### config.mk
export PLATFORM = sky130hd
export DESIGN_NAME = store_seq_ctl
export DESIGN_NICKNAME = d
export VERILOG_FILES = /design/src/rtl/store_seq_ctl.sv
export SDC_FILE = /design/constraint.sdc
export NUM_CORES = 1
export LEC_CHECK = 0
export ABC_AREA = 0
export ABC_CLOCK_PERIOD_IN_PS = 4500
export CAP_MARGIN = 20
export CORE_ASPECT_RATIO = 0.6
export CORE_UTILIZATION = 44
export CTS_CLUSTER_SIZE = 20
export DETAILED_ROUTE_END_ITERATION = 7
export PLACE_DENSITY = 0.89
export SYNTH_ARGS = -nofsm -noshare
export SYNTH_HDL_FRONTEND = slang
export SYNTH_SLANG_ARGS = --single-unit
### constraint.sdc
create_clock -name clk_i -period 4.5 [get_ports clk_i]
set_input_delay 1.125 -clock clk_i [delete_from_list [all_inputs] [get_ports clk_i]]
set_output_delay 1.125 -clock clk_i [all_outputs]
set_load 0.02 [all_outputs]
### src/rtl/store_seq_ctl.sv
// store_seq_ctl: load/store sequencer for a single-port synchronous-read word RAM.
// Sub-word stores are read-modify-write; define STORE_SEQ_CACHE_EN for a one-entry word cache.
module store_seq_ctl #(
   parameter int N  = 32,
   parameter int AW = 32
) (
   input  logic          clk_i,
   input  logic          rst_i,
   input  logic          req_i,
   input  logic          we_i,
   input  logic [3:0]    funct_i,
   input  logic [AW-1:0] addr_i,
   input  logic [N-1:0]  wdata_i,
   output logic          ready_o,
   output logic          done_o,
   output logic          err_o,
   output logic [N-1:0]  rdata_o,
   output logic          mem_re_o,
   output logic          mem_we_o,
   output logic [AW-1:0] mem_addr_o,
   output logic [N-1:0]  mem_wdata_o,
   input  logic [N-1:0]  mem_rdata_i
);

   typedef enum logic [2:0] {IDLE, RD, CAP, WR, DONE} state_t;

   state_t        state;
   logic          we_q;
   logic [3:0]    funct_q;
   logic [1:0]    off_q;
   logic [N-1:0]  wdata_q;
   logic          err_q;
   logic          req_err;
   logic          hit;
   logic [N-1:0]  rdsrc;
   logic [N-1:0]  merged;
   logic [N-1:0]  shifted;
   logic [N-1:0]  load_val;

   always_comb begin
      req_err = 1'b1;
      case (funct_i)
         4'd0:    req_err = 1'b0;
         4'd1:    req_err = addr_i[0];
         4'd2:    req_err = (addr_i[1:0] != 2'b00);
         4'd4:    req_err = we_i;
         4'd5:    req_err = we_i | addr_i[0];
         default: req_err = 1'b1;
      endcase
   end

`ifdef STORE_SEQ_CACHE_EN
   logic          accept;
   logic          cache_valid;
   logic [AW-3:0] cache_tag;
   logic [N-1:0]  cache_data;
   logic          hit_q;

   assign accept = req_i && (state == IDLE);
   assign hit    = cache_valid && (cache_tag == addr_i[AW-1:2]);
   assign rdsrc  = hit_q ? cache_data : mem_rdata_i;

   // The block is the only RAM master, so the entry always mirrors the RAM word.
   always_ff @(posedge clk_i) begin
      if (rst_i) begin
         cache_valid <= 1'b0;
         cache_tag   <= '0;
         cache_data  <= '0;
         hit_q       <= 1'b0;
      end else begin
         if (accept)
            hit_q <= hit;
         if (state == CAP) begin
            cache_valid <= 1'b1;
            cache_tag   <= mem_addr_o[AW-1:2];
            cache_data  <= rdsrc;
         end
         if (state == WR) begin
            cache_valid <= 1'b1;
            cache_tag   <= mem_addr_o[AW-1:2];
            cache_data  <= mem_wdata_o;
         end
      end
   end
`else
   assign hit   = 1'b0;
   assign rdsrc = mem_rdata_i;
`endif

   always_comb begin
      merged = rdsrc;
      case (funct_q)
         4'd0:    merged[{off_q, 3'b000} +: 8]     = wdata_q[7:0];
         4'd1:    merged[{off_q[1], 4'b0000} +: 16] = wdata_q[15:0];
         default: merged = wdata_q;
      endcase
   end

   always_comb begin
      shifted  = rdsrc >> {off_q, 3'b000};
      load_val = shifted;
      case (funct_q)
         4'd0:    load_val = {{(N-8){shifted[7]}}, shifted[7:0]};
         4'd1:    load_val = {{(N-16){shifted[15]}}, shifted[15:0]};
         4'd4:    load_val = {{(N-8){1'b0}}, shifted[7:0]};
         4'd5:    load_val = {{(N-16){1'b0}}, shifted[15:0]};
         default: load_val = shifted;
      endcase
   end

   // Errors go straight to DONE; word stores need no read; cache hits skip RD.
   always_ff @(posedge clk_i) begin
      if (rst_i) begin
         state      <= IDLE;
         we_q       <= 1'b0;
         funct_q    <= '0;
         off_q      <= '0;
         wdata_q    <= '0;
         err_q      <= 1'b0;
         rdata_o    <= '0;
         mem_addr_o <= '0;
      end else begin
         case (state)
            IDLE: begin
               if (req_i) begin
                  we_q       <= we_i;
                  funct_q    <= funct_i;
                  off_q      <= addr_i[1:0];
                  wdata_q    <= wdata_i;
                  err_q      <= req_err;
                  mem_addr_o <= {addr_i[AW-1:2], 2'b00};
                  if (req_err)
                     state <= DONE;
                  else if (we_i && (funct_i == 4'd2))
                     state <= WR;
                  else if (hit)
                     state <= we_i ? WR : CAP;
                  else
                     state <= RD;
               end
            end
            RD:      state <= we_q ? WR : CAP;
            CAP: begin
               rdata_o <= load_val;
               state   <= DONE;
            end
            WR:      state <= DONE;
            DONE:    state <= IDLE;
            default: state <= IDLE;
         endcase
      end
   end

   assign ready_o     = (state == IDLE);
   assign mem_re_o    = (state == RD) && !rst_i;
   assign mem_we_o    = (state == WR) && !rst_i;
   assign done_o      = (state == DONE) && !rst_i;
   assign err_o       = done_o && err_q;
   assign mem_wdata_o = mem_we_o ? merged : '0;

endmodule

### Word-level counts from Yosys, hierarchy flattened

Index checks and enable logic that the tools add are counted.
W data, S select, Z words.

* add/sub/neg operators: 2
* muxes and demuxes: 11
* bitwise logic cells: 1
* equal/unequal tests: 12
* reductions and logical operators: 12
* shifts and indexed selects: 5

Operators with widths (number)
* $pmux W32 S4: 1
* $bwmux W32: 2
* $pmux W32 S2: 1
* $mux W32: 1
* $shift A16 B7 Y32 const A: 1
* $shift A8 B7 Y32 const A: 1
* $shiftx A16 B7 Y32: 1
* $shiftx A8 B7 Y32: 1
* $shr A32 B5 Y32: 1
* $eq A4 B3 Y1 const B: 4
* $neg A5 Y7: 2
* $pmux W3 S3: 1
* $eq A4 B1 Y1 const B: 2
* $logic_not A4 Y1: 2
* $eq A3 B2 Y1 const B: 2
* $mux W3: 2
* $logic_and A1 B1 Y1: 5
* $pmux W1 S5: 1
* $eq A4 B2 Y1 const B: 1
* $eq A3 B1 Y1 const B: 1
* $eq A3 B3 Y1 const B: 1
* $logic_not A3 Y1: 1
* $mux W2: 1
* $ne A2 B2 Y1 const B: 1
* 6 further kinds: 6

* word-level logic and storage cells: 51
* register bits after elaboration: 105

### Longest topological paths before layout

* word-level depth: 6
* depth in mapped cells: 9

### Worst setup path before layout

Ideal clock, no wire load.

* path kind: register to output
* from: register off_q[0]
* to: output mem_wdata_o[0]
* required time: 3375 ps
* slack: 746 ps
* stages on the path, launching flop included: 9
* buffers on the path: 3
* arrival: 2629 ps
* cells stage by stage: dfxtp_1 buf_4 buf_2 buf_2 clkinv_1 ha_1 or4b_1 a31oi_2 a22o_1

* cells in the longest elaborated chain, start to end: 5
* elaborated cells on any way between the ends: 6
* classes of those cells: add/sub (1); shift (2); mux (3)

RTL lines
* start: declaration: line 30 `logic [1:0] off_q;`
* start signal: assignment: line 128 `off_q <= addr_i[1:0];`
* $neg A5 Y7 *: line 93 `4'd0: merged[{off_q, 3'b000} +: 8] = wdata_q[7:0];`
* $shiftx A8 B7 Y32 / $shift A8 B7 Y32 (equally long branches): line 93
* $bwmux W32 *: line 93
* $pmux W32 S2 *: line 92 `case (funct_q)`
* $mux W32 *: line 159 `assign mem_wdata_o = mem_we_o ? merged : '0;`
* end: declaration: line 21 `output logic [N-1:0] mem_wdata_o,`

Every way passes the cells marked *; elsewhere a longest branch is shown, timed or not.

### Final worst setup path

* from: input rst_i
* to: output mem_wdata_o[11]

* cells in the longest elaborated chain, start to end: 3

RTL lines
* start: declaration: line 8 `input logic rst_i,`
* $logic_not A1 Y1: line 156 `assign mem_we_o = (state == WR) && !rst_i;`
* $logic_and A1 B1 Y1: line 156
* $mux W32: line 159

Every way passes these cells.

==> impl_metrics.toml <==
[cts]
cts_buffers = 9
clk_pin_slew_worst_paths_ns = 0.07
cts_buffer_depth = 2
post_cts_buffers = 0
clkSinkCount = 105
h-tree-depth = 3
cts_tree = "done"
cts_root_buf = "clkbuf_16"
clk_latency_ns = 0.35
cts_hold_buf = 0

[sta]
drv_slew = 0
tns_ns = 0
hold_viol_final = 0
setup_viol = 0
clock_skew_ns = 0.006191
worst_slew_pin_slew_ns = 1.093
timing.hold.ws_ns = 0.4545
rsz0062_at_grt = "false"
fin_ws_ns = 0.2192
slew_headroom = 0.2717
period_needed_ns = 4.281
timing.final.crit_share = 0.9513
fmax_ghz = 0.2336

[status]
outcome = "finished clean"

[yosys]
yosysTopAreaCell = "dfxtp_1"
seq_area_frac_synth = 0.4026
syn_area_per_cell_um2 = 7.690
synth_edf_count = 0
synth_cells = 679
ys_types = 48
async_reset_ff_frac = 0
synth_top_cell_area_share = 0.4026
yosysWarnings = 0
synth_seq_cells = 105
ys.flop_type = "dfxtp_1"
synth_area_um2 = 5221
synth.area.top_cells = "dfxtp_1 (40%), nand2_1 (14%), a21oi_1 (10%)"

[placement]
place_hpwl_um = 13300
place.gp.congestion = 1.001
dp.cells = 1004
io_buffers = 202
dpl_cell_area_um2 = 7311
place_ws_ns = 0.2504

[routing]
vias = 5640
drcViolationCount = 0
wire_per_inst_um = 17.65
drt-pass1-iter-count = 5
ant_nets = 0
drt-initial-drc-count = 474
drt-total-wl_um = 18010
vias_per_cell = 5.529

[die]
ios = 205
coreArea_um2 = 11410
dieArea_um2 = 12320
row_count = 30
fp.dieH_um = 86.38
die_width_um = 142.6
start_util = 0.4576

[global_route]
overflow = 0
grt_pass1_wl_um = 27860
grt_pass1_vias = 5303
antenna_found_initial = 0
grt_max_degree = 105
grtUsageTotal = 0.2951

[final_layout]
final_common_cell = "clkdlybuf4s50_1"
n_fill_cell = 1003
num_antenna_cells = 0
stdcell_count = 1020
syn2layout_area_growth_pct = 45.46
drive_gt1_frac = 0.06279
utilization = 0.6656
final_area_um2 = 7595
final_cell_mix = "clkdlybuf4s50_1 (201), nand2_1 (188), a21oi_1 (106), dfxtp_1 (105), nor2_1 (51)"
nNetsFinal = 964

[critical_path]
worstPathRequired_ns = 3.38
arrival_ns = 3.16
end_kind = "output pin"
cp_max_fo = 13
crit_type = "primary input to output pin"
cp-start-kind = "primary input"

[job]
max_cap_viol_count = 0

[power]
irDropWorstVdd_uv = 205.0
p_per_area_nw_per_um2 = 289.0
p_leak_nw = 2.763
p_total_mw = 2.195

[hold_path]
min_path_type = "flop to flop"
## worst max-delay path: stages
cell,delay [ns]
buf_4,0.12
nand4bb_1,0.18
buf_4,0.23
nor4_4,0.63
a22oi_1,0.15
nand2_1,0.11
clkdlybuf4s50_1,0.61
## power breakdown
part	internal (mW)	total [mW]	switching, mW
Combinational	0.197	0.439	0.243
Sequential	0.975	1.01	0.0386
Clock	0.391	0.743	0.351
Total	1.56	2.20	0.633
## cell usage after synthesis, types with 3 or more instances
| library cell | n |
|---|---|
| nand3_1 | 15 |
| nor3_1 | 14 |
| and2_1 | 4 |
| ha_1 | 5 |
| a211oi_1 | 16 |
| clkbuf_1 | 29 |
| dfxtp_1 | 105 |
| inv_1 | 11 |
| buf_2 | 18 |
| a211o_2 | 7 |
| a22oi_1 | 16 |
| mux2i_1 | 24 |
| o2bb2ai_1 | 16 |
| a22o_1 | 8 |
| a21oi_1 | 106 |
| buf_6 | 3 |
| nor2b_1 | 3 |
| buf_4 | 4 |
| nand2_1 | 189 |
| nor2_1 | 51 |
| nand2b_1 | 3 |
## layer usage
layer / vias to the layer above / track usage / share of wire
met5: - / 0.06073 / 0.0057
met4: 2 / 0.08016 / 0.021
met3: 38 / 0.09890 / 0.11
met2: 308 / 0.4349 / 0.42
met1: 2605 / 0.4050 / 0.44
li1: 2687 / - / -
## cell type report
class                      count  area, um2  share of cell area
inverter                      12      45.04            0.005931
clock inverter                 4      28.78            0.003789
tap                          160      200.2             0.02636
multi-input combinational    509       2833              0.3730
sequential                   105       2102              0.2768
clock buffer                  12      246.5             0.03245
timing repair buffer         218       2140              0.2817
## registers in the layout, summed over array words and instances (netlist names)
register and count:
rdata_o 32, wdata_q 32, mem_addr_o 30, funct_q 4, state 3, off_q 2, err_q 1, we_q 1
## path summary, 6_finish.rpt
path | startpoint | end | slack (ns) | cells past startpoint
worst max register to register | state[0]$_SDFFE_PP0P_ | wdata_q[1]$_SDFFE_PP0P_ | 2.27 | 5
worst min register to register | mem_addr_o[14]$_SDFFE_PP0P_ | mem_addr_o[14]$_SDFFE_PP0P_ | 0.45 | 2
worst min-delay path | mem_addr_o[14]$_SDFFE_PP0P_ | mem_addr_o[14]$_SDFFE_PP0P_ | 0.45 | 2
worst max-delay path | rst_i | mem_wdata_o[11] | 0.22 | 7
## kinds of logic (layout without fill, tap and decap cells)
group,Yosys count,after routing,share of synthesized area
mux,25,25,0.05032
simple gates,294,294,0.2420
xor+xnor,1,1,0.001678
other cells,1,2,0.0007182
compound gates,182,182,0.2317
flops,105,105,0.4026
fa+ha+maj,5,5,0.01198
buf+inv,66,246,0.05895
## what timing repair did
item,in CTS,in global routing
endpoints found under the setup margin,0,16
endpoints found under the hold margin,0,0
resized for setup,0,1
Power figures use the tool's default switching activity.
==> RTL change: new RTL, config.mk and constraints unchanged <==
The 5 states of `state_t` get a Gray code encoding in 3 bits.
--- a/src/rtl/store_seq_ctl.sv
+++ b/src/rtl/store_seq_ctl.sv
@@ -22,7 +22,7 @@
    input  logic [N-1:0]  mem_rdata_i
 );
 
-   typedef enum logic [2:0] {IDLE, RD, CAP, WR, DONE} state_t;
+   typedef enum logic [2:0] {IDLE = 3'b000, RD = 3'b001, CAP = 3'b011, WR = 3'b010, DONE = 3'b110} state_t;
 
    state_t        state;
    logic          we_q;
Formal check against the unedited RTL: same outputs for any inputs over 4 cycles, from zero or initial values and one cycle with rst_i high; so few cycles prove little.
==> RTL change against the unedited design <==
  * Cell count is 1.6% lower
  * Final area is 0.79% higher
  * Largest cell class unchanged
  * Non-clock buffer count is 5 higher
  * Sequential cell count unchanged
  * Via count is 0.71% lower
  * Area after synthesis is 1.5% lower
  * Routed wire length rose by 1.9%
  * Power is 19% higher
  * Worst hold slack hardly changed
  * Worst setup slack got worse by 110 ps
  * Register-to-register slack improved by 50 ps
  * Synthesized cell count fell by 3.7%
  * Count of clock-buffer cells in the layout decreased by 1
  * Sequential power is 5% higher
==> RTL change: results (changes against the unedited design) <==
initial antenna violation count=4 (was 0); sequential cell count=105 (unchanged); Gate Count Post-Synth=654 (was 679); Reg2Reg Setup Slack=2320 ps (was 2270 ps); worst hold slack=454 ps (was 455 ps); multi-input combinational area share=36.3% (was 37.3%); most frequent cells after synthesis=189 x nand2_1, 105 x dfxtp_1, 95 x a21oi_1 (was 189 x nand2_1, 106 x a21oi_1, 105 x dfxtp_1); Non-clock buffers=223 (was 218); worst-path maximum fanout=22 (was 13); clock buffers=11 (was 12); NumNets Final=944 (was 964); final wirelength=18,300 um (was 18,000 um); Placed Cells=983 (was 1,004); worst rel slew slack=33.5% (was 27.2%); ClkCell Share=4.43% (was 3.62%); Post-DP HPWL=13,400 um (was 13,300 um); Reg-to-Reg End=wdata_q[27]$_SDFFE_PP0P_ (was wdata_q[1]$_SDFFE_PP0P_); most area-consuming cells after synthesis=dfxtp_1 41%, nand2_1 14%, a21oi_1 9.2% (was dfxtp_1 40%, nand2_1 14%, a21oi_1 10%); skew final=8.65 ps (was 6.19 ps); status=finished, final reports clean (unchanged); first-pass GRT wire length=28,000 um (was 27,900 um); Tot GR Track Use=30.4% (was 29.5%); grt met1 use=41.5% (was 40.5%); arrival time at the worst endpoint=3270 ps (was 3160 ps); worst slack, placed=122 ps (was 250 ps); Seq area share=27.5% (was 27.7%); Non-clock inverters=7 (was 12); non-clk buf share=28.7% (was 28.2%); vias in the first global route=5,155 (was 5,303); largest net degree at the start of global routing=108 (was 105); M1 WL=7970 um (was 8000 um); Synth Area in Compound Gates=23.9% (was 23.2%); reg2reg start=state[2]$_SDFFE_PP0P_ (was state[0]$_SDFFE_PP0P_); Final GP Congestion=0.951 (was 1.00); Yosys cell types=46 (was 48); Initial DRC Count=351 (was 474); register area share after synthesis=40.9% (was 40.3%); Placed Area=7280 um^2 (was 7310 um^2); comb_multi_in=489 (was 509); n_diodes=4 (was 0); static leakage=2.65 nW (was 2.76 nW); total number of vias=5,600 (was 5,640); Hold Path End=mem_addr_o[13]$_SDFFE_PP0P_ (was mem_addr_o[14]$_SDFFE_PP0P_)
==> RTL change: cell types whose count changed after synthesis, sizes merged, moves of 5 or more <==
cell | before | now
mux2 | 0 | 8
nor2 | 51 | 31
clkbuf | 29 | 36
inv | 11 | 6
a21oi | 106 | 97
a221o | 0 | 16
a22oi | 16 | 8
a211o | 8 | 1
buf | 25 | 18
mux2i | 24 | 16
and2 | 4 | 12
==> RTL change: worst max path at each step <==
stage | from | end | slack (ps)
final | rst_i | mem_wdata_o[31] | 110
after global routing | rst_i | mem_wdata_o[24] | 50
after CTS | rst_i | mem_wdata_o[31] | 120
after detailed placement | rst_i | mem_wdata_o[31] | 120
after global placement | rst_i | mem_wdata_o[31] | 130
after floorplan | rst_i | mem_wdata_o[24] | 720
==> RTL change: logic make-up after synthesis <==
kind of cell,after synthesis
adders and majority gates,5
xor gates and xnor gates,1
other,1
and+or+nand+nor,281
DFF,105
AOI/OAI and AO/OA,175
buffers and inverters,61
muxes,25
